File: config.mk
export PLATFORM = sky130hd
export DESIGN_NAME = ysyx_23060191_mem_arbiter
export DESIGN_NICKNAME = d
export VERILOG_FILES = /design/src/rtl/ysyx_23060191_mem_arbiter_pkg.sv /design/src/rtl/ysyx_23060191_mem_arbiter_rr_arb2.sv /design/src/rtl/ysyx_23060191_mem_arbiter.sv
export SDC_FILE = /design/constraint.sdc
export NUM_CORES = 1
export LEC_CHECK = 0
export CAP_MARGIN = 20
export CELL_PAD_IN_SITES_DETAIL_PLACEMENT = 1
export CELL_PAD_IN_SITES_GLOBAL_PLACEMENT = 1
export CORE_ASPECT_RATIO = 0.8
export CORE_MARGIN = 2
export CORE_UTILIZATION = 27
export CTS_BUF_LIST = sky130_fd_sc_hd__clkbuf_4
export CTS_CLUSTER_DIAMETER = 200
export CTS_CLUSTER_SIZE = 28
export DETAILED_ROUTE_END_ITERATION = 16
export PLACE_DENSITY_LB_ADDON = 0.1
export SETUP_SLACK_MARGIN = 0.05
export SLEW_MARGIN = 20
export SYNTH_ARGS = -nofsm -noshare
export SYNTH_HDL_FRONTEND = slang
export SYNTH_SLANG_ARGS = --single-unit
File: constraint.sdc
create_clock -name clk -period 4.3 [get_ports clk]
set_clock_uncertainty 0.05 [all_clocks]
set_input_delay 0.645 -clock clk [delete_from_list [all_inputs] [get_ports clk]]
set_output_delay 0.645 -clock clk [all_outputs]
set_load 0.05 [all_outputs]
File: src/rtl/ysyx_23060191_mem_arbiter_pkg.sv
// ysyx_23060191_mem_arbiter_pkg: shared state encodings and master indices for the memory arbiter
package ysyx_23060191_mem_arbiter_pkg;
  typedef enum logic [1:0] {
    ARB_IDLE = 2'd0,
    ARB_REQ  = 2'd1,
    ARB_WAIT = 2'd2,
    ARB_RESP = 2'd3
  } arb_state_e;
  localparam logic ARB_M_IFU = 1'b0;
  localparam logic ARB_M_LSU = 1'b1;
endpackage

File: src/rtl/ysyx_23060191_mem_arbiter_rr_arb2.sv
// ysyx_23060191_rr_arb2: combinational 2-way round-robin grant, ties go to the master that was not last granted
module ysyx_23060191_rr_arb2 (
  input  logic [1:0] req,
  input  logic       last,
  output logic       gnt_valid,
  output logic       gnt_idx
);
  assign gnt_valid = |req;
  assign gnt_idx   = &req ? ~last : req[1];
endmodule

File: src/rtl/ysyx_23060191_mem_arbiter.sv
// ysyx_23060191_mem_arbiter: shares one memory slave port between IFU (m0) and LSU (m1), one transaction at a time
module ysyx_23060191_mem_arbiter
  import ysyx_23060191_mem_arbiter_pkg::*;
#(
  parameter int ADDR_W = 32,
  parameter int DATA_W = 32
) (
  input  logic                clk,
  input  logic                rst,
  input  logic                m0_req_valid,
  output logic                m0_req_ready,
  input  logic [ADDR_W-1:0]   m0_req_addr,
  input  logic                m0_req_wen,
  input  logic [DATA_W-1:0]   m0_req_wdata,
  input  logic [DATA_W/8-1:0] m0_req_wstrb,
  output logic                m0_rsp_valid,
  input  logic                m0_rsp_ready,
  output logic [DATA_W-1:0]   m0_rsp_rdata,
  output logic                m0_rsp_err,
  input  logic                m1_req_valid,
  output logic                m1_req_ready,
  input  logic [ADDR_W-1:0]   m1_req_addr,
  input  logic                m1_req_wen,
  input  logic [DATA_W-1:0]   m1_req_wdata,
  input  logic [DATA_W/8-1:0] m1_req_wstrb,
  output logic                m1_rsp_valid,
  input  logic                m1_rsp_ready,
  output logic [DATA_W-1:0]   m1_rsp_rdata,
  output logic                m1_rsp_err,
  output logic                s_req_valid,
  input  logic                s_req_ready,
  output logic [ADDR_W-1:0]   s_req_addr,
  output logic                s_req_wen,
  output logic [DATA_W-1:0]   s_req_wdata,
  output logic [DATA_W/8-1:0] s_req_wstrb,
  input  logic                s_rsp_valid,
  output logic                s_rsp_ready,
  input  logic [DATA_W-1:0]   s_rsp_rdata,
  input  logic                s_rsp_err
);
  arb_state_e state, state_nx;
  logic last_grant, g, gnt_valid, gnt_idx, accept, in_resp;
  logic [ADDR_W-1:0] addr_q;
  logic wen_q, err_q;
  logic [DATA_W-1:0] wdata_q, rdata_q;
  logic [DATA_W/8-1:0] wstrb_q;

  ysyx_23060191_rr_arb2 u_arb (
    .req       ({m1_req_valid, m0_req_valid}),
    .last      (last_grant),
    .gnt_valid (gnt_valid),
    .gnt_idx   (gnt_idx)
  );

  assign accept  = (state == ARB_IDLE) & gnt_valid;
  assign in_resp = state == ARB_RESP;

  // next-state: each phase advances only on its own handshake
  always_comb begin
    state_nx = state;
    unique case (state)
      ARB_IDLE: state_nx = accept ? ARB_REQ : ARB_IDLE;
      ARB_REQ:  state_nx = s_req_ready ? ARB_WAIT : ARB_REQ;
      ARB_WAIT: state_nx = s_rsp_valid ? ARB_RESP : ARB_WAIT;
      ARB_RESP: state_nx = (g ? m1_rsp_ready : m0_rsp_ready) ? ARB_IDLE : ARB_RESP;
      default:  state_nx = ARB_IDLE;
    endcase
  end

  // state register; reset drops any in-flight transaction
  always_ff @(posedge clk or posedge rst) begin
    if (rst) state <= ARB_IDLE;
    else     state <= state_nx;
  end

  // capture the granted request on acceptance and the slave response on its handshake
  always_ff @(posedge clk or posedge rst) begin
    if (rst) begin
      last_grant <= ARB_M_LSU;
      g          <= ARB_M_IFU;
      addr_q     <= '0;
      wen_q      <= 1'b0;
      wdata_q    <= '0;
      wstrb_q    <= '0;
      rdata_q    <= '0;
      err_q      <= 1'b0;
    end else begin
      if (accept) begin
        last_grant <= gnt_idx;
        g          <= gnt_idx;
        addr_q     <= gnt_idx ? m1_req_addr  : m0_req_addr;
        wen_q      <= gnt_idx ? m1_req_wen   : m0_req_wen;
        wdata_q    <= gnt_idx ? m1_req_wdata : m0_req_wdata;
        wstrb_q    <= gnt_idx ? m1_req_wstrb : m0_req_wstrb;
      end
      if (s_rsp_ready & s_rsp_valid) begin
        rdata_q <= s_rsp_rdata;
        err_q   <= s_rsp_err;
      end
    end
  end

  assign m0_req_ready = accept & (gnt_idx == ARB_M_IFU);
  assign m1_req_ready = accept & (gnt_idx == ARB_M_LSU);
  assign s_req_valid  = state == ARB_REQ;
  assign s_req_addr   = addr_q;
  assign s_req_wen    = wen_q;
  assign s_req_wdata  = wdata_q;
  assign s_req_wstrb  = wstrb_q;
  assign s_rsp_ready  = state == ARB_WAIT;
  assign m0_rsp_valid = in_resp & (g == ARB_M_IFU);
  assign m1_rsp_valid = in_resp & (g == ARB_M_LSU);
  assign m0_rsp_rdata = m0_rsp_valid ? rdata_q : '0;
  assign m1_rsp_rdata = m1_rsp_valid ? rdata_q : '0;
  assign m0_rsp_err   = m0_rsp_valid & err_q;
  assign m1_rsp_err   = m1_rsp_valid & err_q;
endmodule

==> results of run 1 <==
-- metrics by stage --
step           cell area [sq um]  total power [mW]  std cells
3_3_place_gp                8330             6.115        924
4_1_cts                     8481             6.803        939
2_1_floorplan               4970             4.705        408
3_5_place_dp                8330             6.215        924
6_report                    8486             6.709        941
5_1_grt                     8486             7.074        941
-- where the power goes --
part	internal, mW	total, mW	switching (mW)
logic	1.70	4.34	2.64
registers	1.49	1.81	0.320
clock network	0.243	0.564	0.321
-- cell families after synthesis --
| group | synth area share |
|---|---|
| compound gates | 0.2482 |
| buf+inv | 0.03952 |
| flops | 0.5340 |
| simple gates | 0.1015 |
| mux | 0.07679 |
-- critical path, cell delays in order, from the launching register on --
cell and delay [ns]:
dfrtp_1 0.48, and3_1 0.78, and2_1 0.23, clkdlybuf4s50_1 0.82
-- worst min path at each step --
stage	startpoint	endpoint	slack [ns]	cells past startpoint
global route	last_grant	last_grant	0.52	1
global placement	rdata_q[8]	rdata_q[8]	0.45	1
detailed placement	rdata_q[29]	rdata_q[29]	0.46	1
CTS	rdata_q[8]	rdata_q[8]	0.49	1
finish	rdata_q[8]	rdata_q[8]	0.49	1
floorplan	rdata_q[13]	rdata_q[13]	0.44	1
-- final cells by class --
type	instances	area, sq um
fillers	1928	9627
diodes	2	5.005
clock inverters	4	67.56
inverters	1	6.256
well taps	230	287.8
clock buffers	11	82.58
flip-flops and latches	106	2654
multi-input cells	260	2130
repair buffers	327	3253
-- routing by layer --
metal	GRT usage	wire length [um]
met1	0.2197	7433
met2	0.3290	9250
met3	0.07626	1603
met4	0.05019	294
met5	0	0
-- state kept, by name, summed over array words and instances, names as in the netlist --
signal,count
err_q,1
g,1
last_grant,1
rdata_q,32
s_req_addr,32
s_req_wdata,32
s_req_wen,1
s_req_wstrb,4
state,2
-- layout by cell type (no fill, tap or decap) --
master	n
and3_2	2
nand3_1	1
nand2b_1	2
a221o_1	69
nand4_1	1
nand2_1	3
nor2b_1	2
clkinv_1	2
buf_4	8
dfstp_2	1
clkbuf_4	11
and3_1	1
a21oi_1	1
nor2_4	1
dfrtp_1	105
o21ai_0	1
clkdlybuf4s50_1	319
diode_2	2
a21o_1	2
o21a_1	69
bufinv_16	2
or2_2	1
nor2_1	4
mux2i_1	1
and2_1	66
inv_4	1
mux2_2	33
==> impl_metrics.toml, run 1 <==
[sta]
layout_min_cycle_time_ns = 3.471
hold_viol = 0
worst_slack_ns = 0.8289
slew_headroom = 0.4008
min_period_over_period = 0.8072
tightestPinTransition_ns = 0.8988
setup_viol = 0
fmax_mhz = 288.1
whs_ns = 0.4875
drv_slew = 0
rsz0062_at_grt = "no"
setup_tns_ns = 0

[grt]
grt_start_max_net_pins = 72
grt_usage = 0.1905
grt_pass1_wl_mm = 28.71
antenna_found_initial = 1
grt_pass1_vias = 4988
grt_overflow = 0

[yosys]
ys.flop_type = "dfrtp_1"
ys_types = 23
yosys.cell_count.top_type = "dfrtp_1"
syn_area_sq_um = 4970
synth_cells = 408
yosys_warnings = 0
synth_edf_count = 0
ys_seq_area_frac = 0.5340
yosysTopAreaCell = "dfrtp_1"
synth-seq-cells = 106
syn_nets = 587
async_flop_share = 1.000
synth_common_cells = "dfrtp_1 (105), a221o_1 (69), o21a_1 (69)"
netlist_top_cells_area = "dfrtp_1 (53%), a221o_1 (14%), o21a_1 (10%), and2_1 (8.3%), mux2_2 (7.5%)"
synth_area_per_cell_sq_um = 12.18
yosys.area.top_type_share = 0.5287

[clocking]
cts.sinks = 106
post_cts_resized = 0
cts_tree = "built"
clock_latency_ns = 0.46
htreeDepth = 3
cts_setup_buffers = 0
cts_hold_buf = 0
cts-root-buf = "clkbuf_4"
cts_made_buffers = 9
clkSlewWorstSetupHoldPaths_ns = 0.15
cts_max_path_buffers = 2

[worst_setup_path]
end_kind = "primary output"
cp_data_arrival_time_ns = 2.78
cp.required_ns = 3.61
path_max_fanout = 34
path_class = "flop to primary output"
rrSetupSlack_ns = 2.19
crit_end = "m1_rsp_rdata[27]"
reg2reg_depth = 4
reg2reg_from = "state[0]"
r2r-end = "s_req_wdata[27]"
critPathLaunchType = "flop"
startpoint = "state[1]"

[power]
ir_worst_vdd_mv = 0.3210
p_leak_nw = 3.420
powerDensity_nw_per_um2 = 790.7

[die]
start_util = 0.2744
die_x_um = 155.7
chipHeight_um = 125.3
design.core.area_sq_um = 18110
dieArea_sq_um = 19510
io_pins = 320
num_rows = 44

[drt]
dr.pass1.iters = 4
routedWlPerCell_um = 19.74
drtAntennaViolNets = 0
drt-initial-drc-count = 226
wl_mm = 18.58
drc = 0
via_per_inst = 4.825
vias = 4540

[job]
cap_violations = 0

[placed_design]
gp_congestion = 0.7955
dp_hpwl_mm = 13.51
place_ws_ns = 1.296
port_buffers = 319

[hold_path]
worst_hold_path_type = "flop to flop"

[final_layout]
fin_nets = 884
drive_gt1_frac = 0.08463
area_growth_pct = 70.75
final_core_util = 0.4685

[status]
outcome = "finished, final reports clean"
Power figures use the tool's default switching activity.
==> inputs of run 2 (changes only) <==
==> constraint.sdc (replaced) <==
create_clock -name clk -period 3.2 [get_ports clk]
set_clock_uncertainty 0.05 [all_clocks]
set_input_delay 0.48 -clock clk [delete_from_list [all_inputs] [get_ports clk]]
set_output_delay 0.48 -clock clk [all_outputs]
set_load 0.05 [all_outputs]
==> impl_metrics.toml, run 2 (same netlist as run 1, synthesis figures left out) <==
[sta]
min_period_over_period = 0.9138
fmax_mhz = 342.0
drv_slew = 0
layout_min_cycle_time_ns = 2.924
tightestPinTransition_ns = 0.8088
whs_ns = 0.4306
rsz0062_at_grt = "no"
setup_tns_ns = 0
hold_viol = 0
setup_viol = 0
slew_headroom = 0.4597

[placed_design]
placed_area_sq_um = 8399
port_buffers = 319
gp_congestion = 0.7723
post-place-cells = 927
dp_hpwl_mm = 14.05

[clocking]
clock_latency_ns = 0.46
cts.sinks = 106
htreeDepth = 3
cts-root-buf = "clkbuf_4"
cts_setup_buffers = 0
cts_made_buffers = 9
clkSlewWorstSetupHoldPaths_ns = 0.16
cts_max_path_buffers = 2
post_cts_resized = 21
cts_hold_buf = 0
cts_tree = "built"

[grt]
antenna_found_initial = 1
grt_pass1_wl_mm = 29.69
grt_start_max_net_pins = 50
grt_pass1_vias = 5182
grt_usage = 0.1952
grt_overflow = 0

[hold_path]
worst_hold_path_type = "input pin to asynchronous set/reset pin"

[status]
outcome = "finished, final reports clean"

[final_layout]
n_fill_cell = 1919
final_cells = 943
drive_gt1_frac = 0.09129
most-common-layout-cells = "clkdlybuf4s50_1 (262), dfrtp_1 (105), o21a_1 (69), a221o_1 (69), and2_1 (66)"
layout_commonest_cell = "clkdlybuf4s50_1"
final_area_sq_um = 8563
area_growth_pct = 72.31
final_core_util = 0.4728
fin_nets = 887

[drt]
drtAntennaViolNets = 0
drc = 0
via_per_inst = 4.940
vias = 4658
drt-initial-drc-count = 220
wl_mm = 18.88
dr.pass1.iters = 4
routedWlPerCell_um = 20.02

[job]
cap_violations = 0

[worst_setup_path]
rrSetupSlack_ns = 1.07
critPathLaunchType = "flop"
path_max_fanout = 13
cp_data_arrival_time_ns = 2.39
cp.required_ns = 2.67
end_kind = "primary output"
path_class = "flop to primary output"

[die]
die_x_um = 155.7
design.core.area_sq_um = 18110
dieArea_sq_um = 19510
num_rows = 44
start_util = 0.2744
io_pins = 320
chipHeight_um = 125.3

[power]
powerDensity_nw_per_um2 = 1037
p_sw_mw = 4.454
p_int_mw = 4.427
p_leak_nw = 4.107
power_frac_clock = 0.068
p_sw_frac = 0.5015
pwr-share-comb = 0.658
seqPwrFrac = 0.274
ir_worst_vdd_mv = 0.4175
run 2: cell type report:
type | instances | area [sq um] | area share
diodes | 1 | 2.502 | 0.0002922
clock buffers | 11 | 82.58 | 0.009643
inverters | 1 | 7.507 | 0.0008767
flip-flops and latches | 106 | 2654 | 0.3099
well taps | 230 | 287.8 | 0.03361
multi-input cells | 260 | 2130 | 0.2487
repair buffers | 330 | 3379 | 0.3947
clock inverters | 4 | 20.02 | 0.002338
run 2: layer usage:
layer	up-vias	routed length [um]	track usage
met3	24	1548	0.07418
met1	2299	7500	0.2265
met5	-	0	0
met4	0	407	0.05397
li1	2122	-	-
met2	213	9421	0.3371
run 2: worst paths after layout:
path	from	to	cells past startpoint
min in group clk	rdata_q[2]	rdata_q[2]	1
max in group asynchronous	rst	s_req_wdata[1]	3
max reg2reg	state[0]	s_req_addr[4]	4
min	rst	s_req_addr[26]	2
max	state[1]	m1_rsp_rdata[9]	3
min reg2reg	rdata_q[2]	rdata_q[2]	1
run 2: stage by stage:
stage / setup slack, ns / power (mW)
5_1_grt: 0.1094 / 9.376
4_1_cts: 0.1189 / 8.990
6_report: 0.2759 / 8.881
3_3_place_gp: 0.6365 / 8.270
2_1_floorplan: 0.8260 / 6.322
3_5_place_dp: 0.5441 / 8.403
run 2: power groups by stage:
stage / sequential [mW] / combinational, mW / clock (mW)
after floorplan: 3.78 / 2.54 / 0
after global placement: 2.41 / 5.85 / 0
after detailed placement: 2.46 / 5.94 / 0
after CTS: 2.44 / 5.91 / 0.641
after global routing: 2.53 / 6.15 / 0.696
final: 2.43 / 5.84 / 0.606
run 2: worst max-delay path, cell delays in order, from the launching register on:
cell	delay (ns)
dfrtp_1	0.48
and3_1	0.42
and2_1	0.22
clkdlybuf4s50_1	0.80
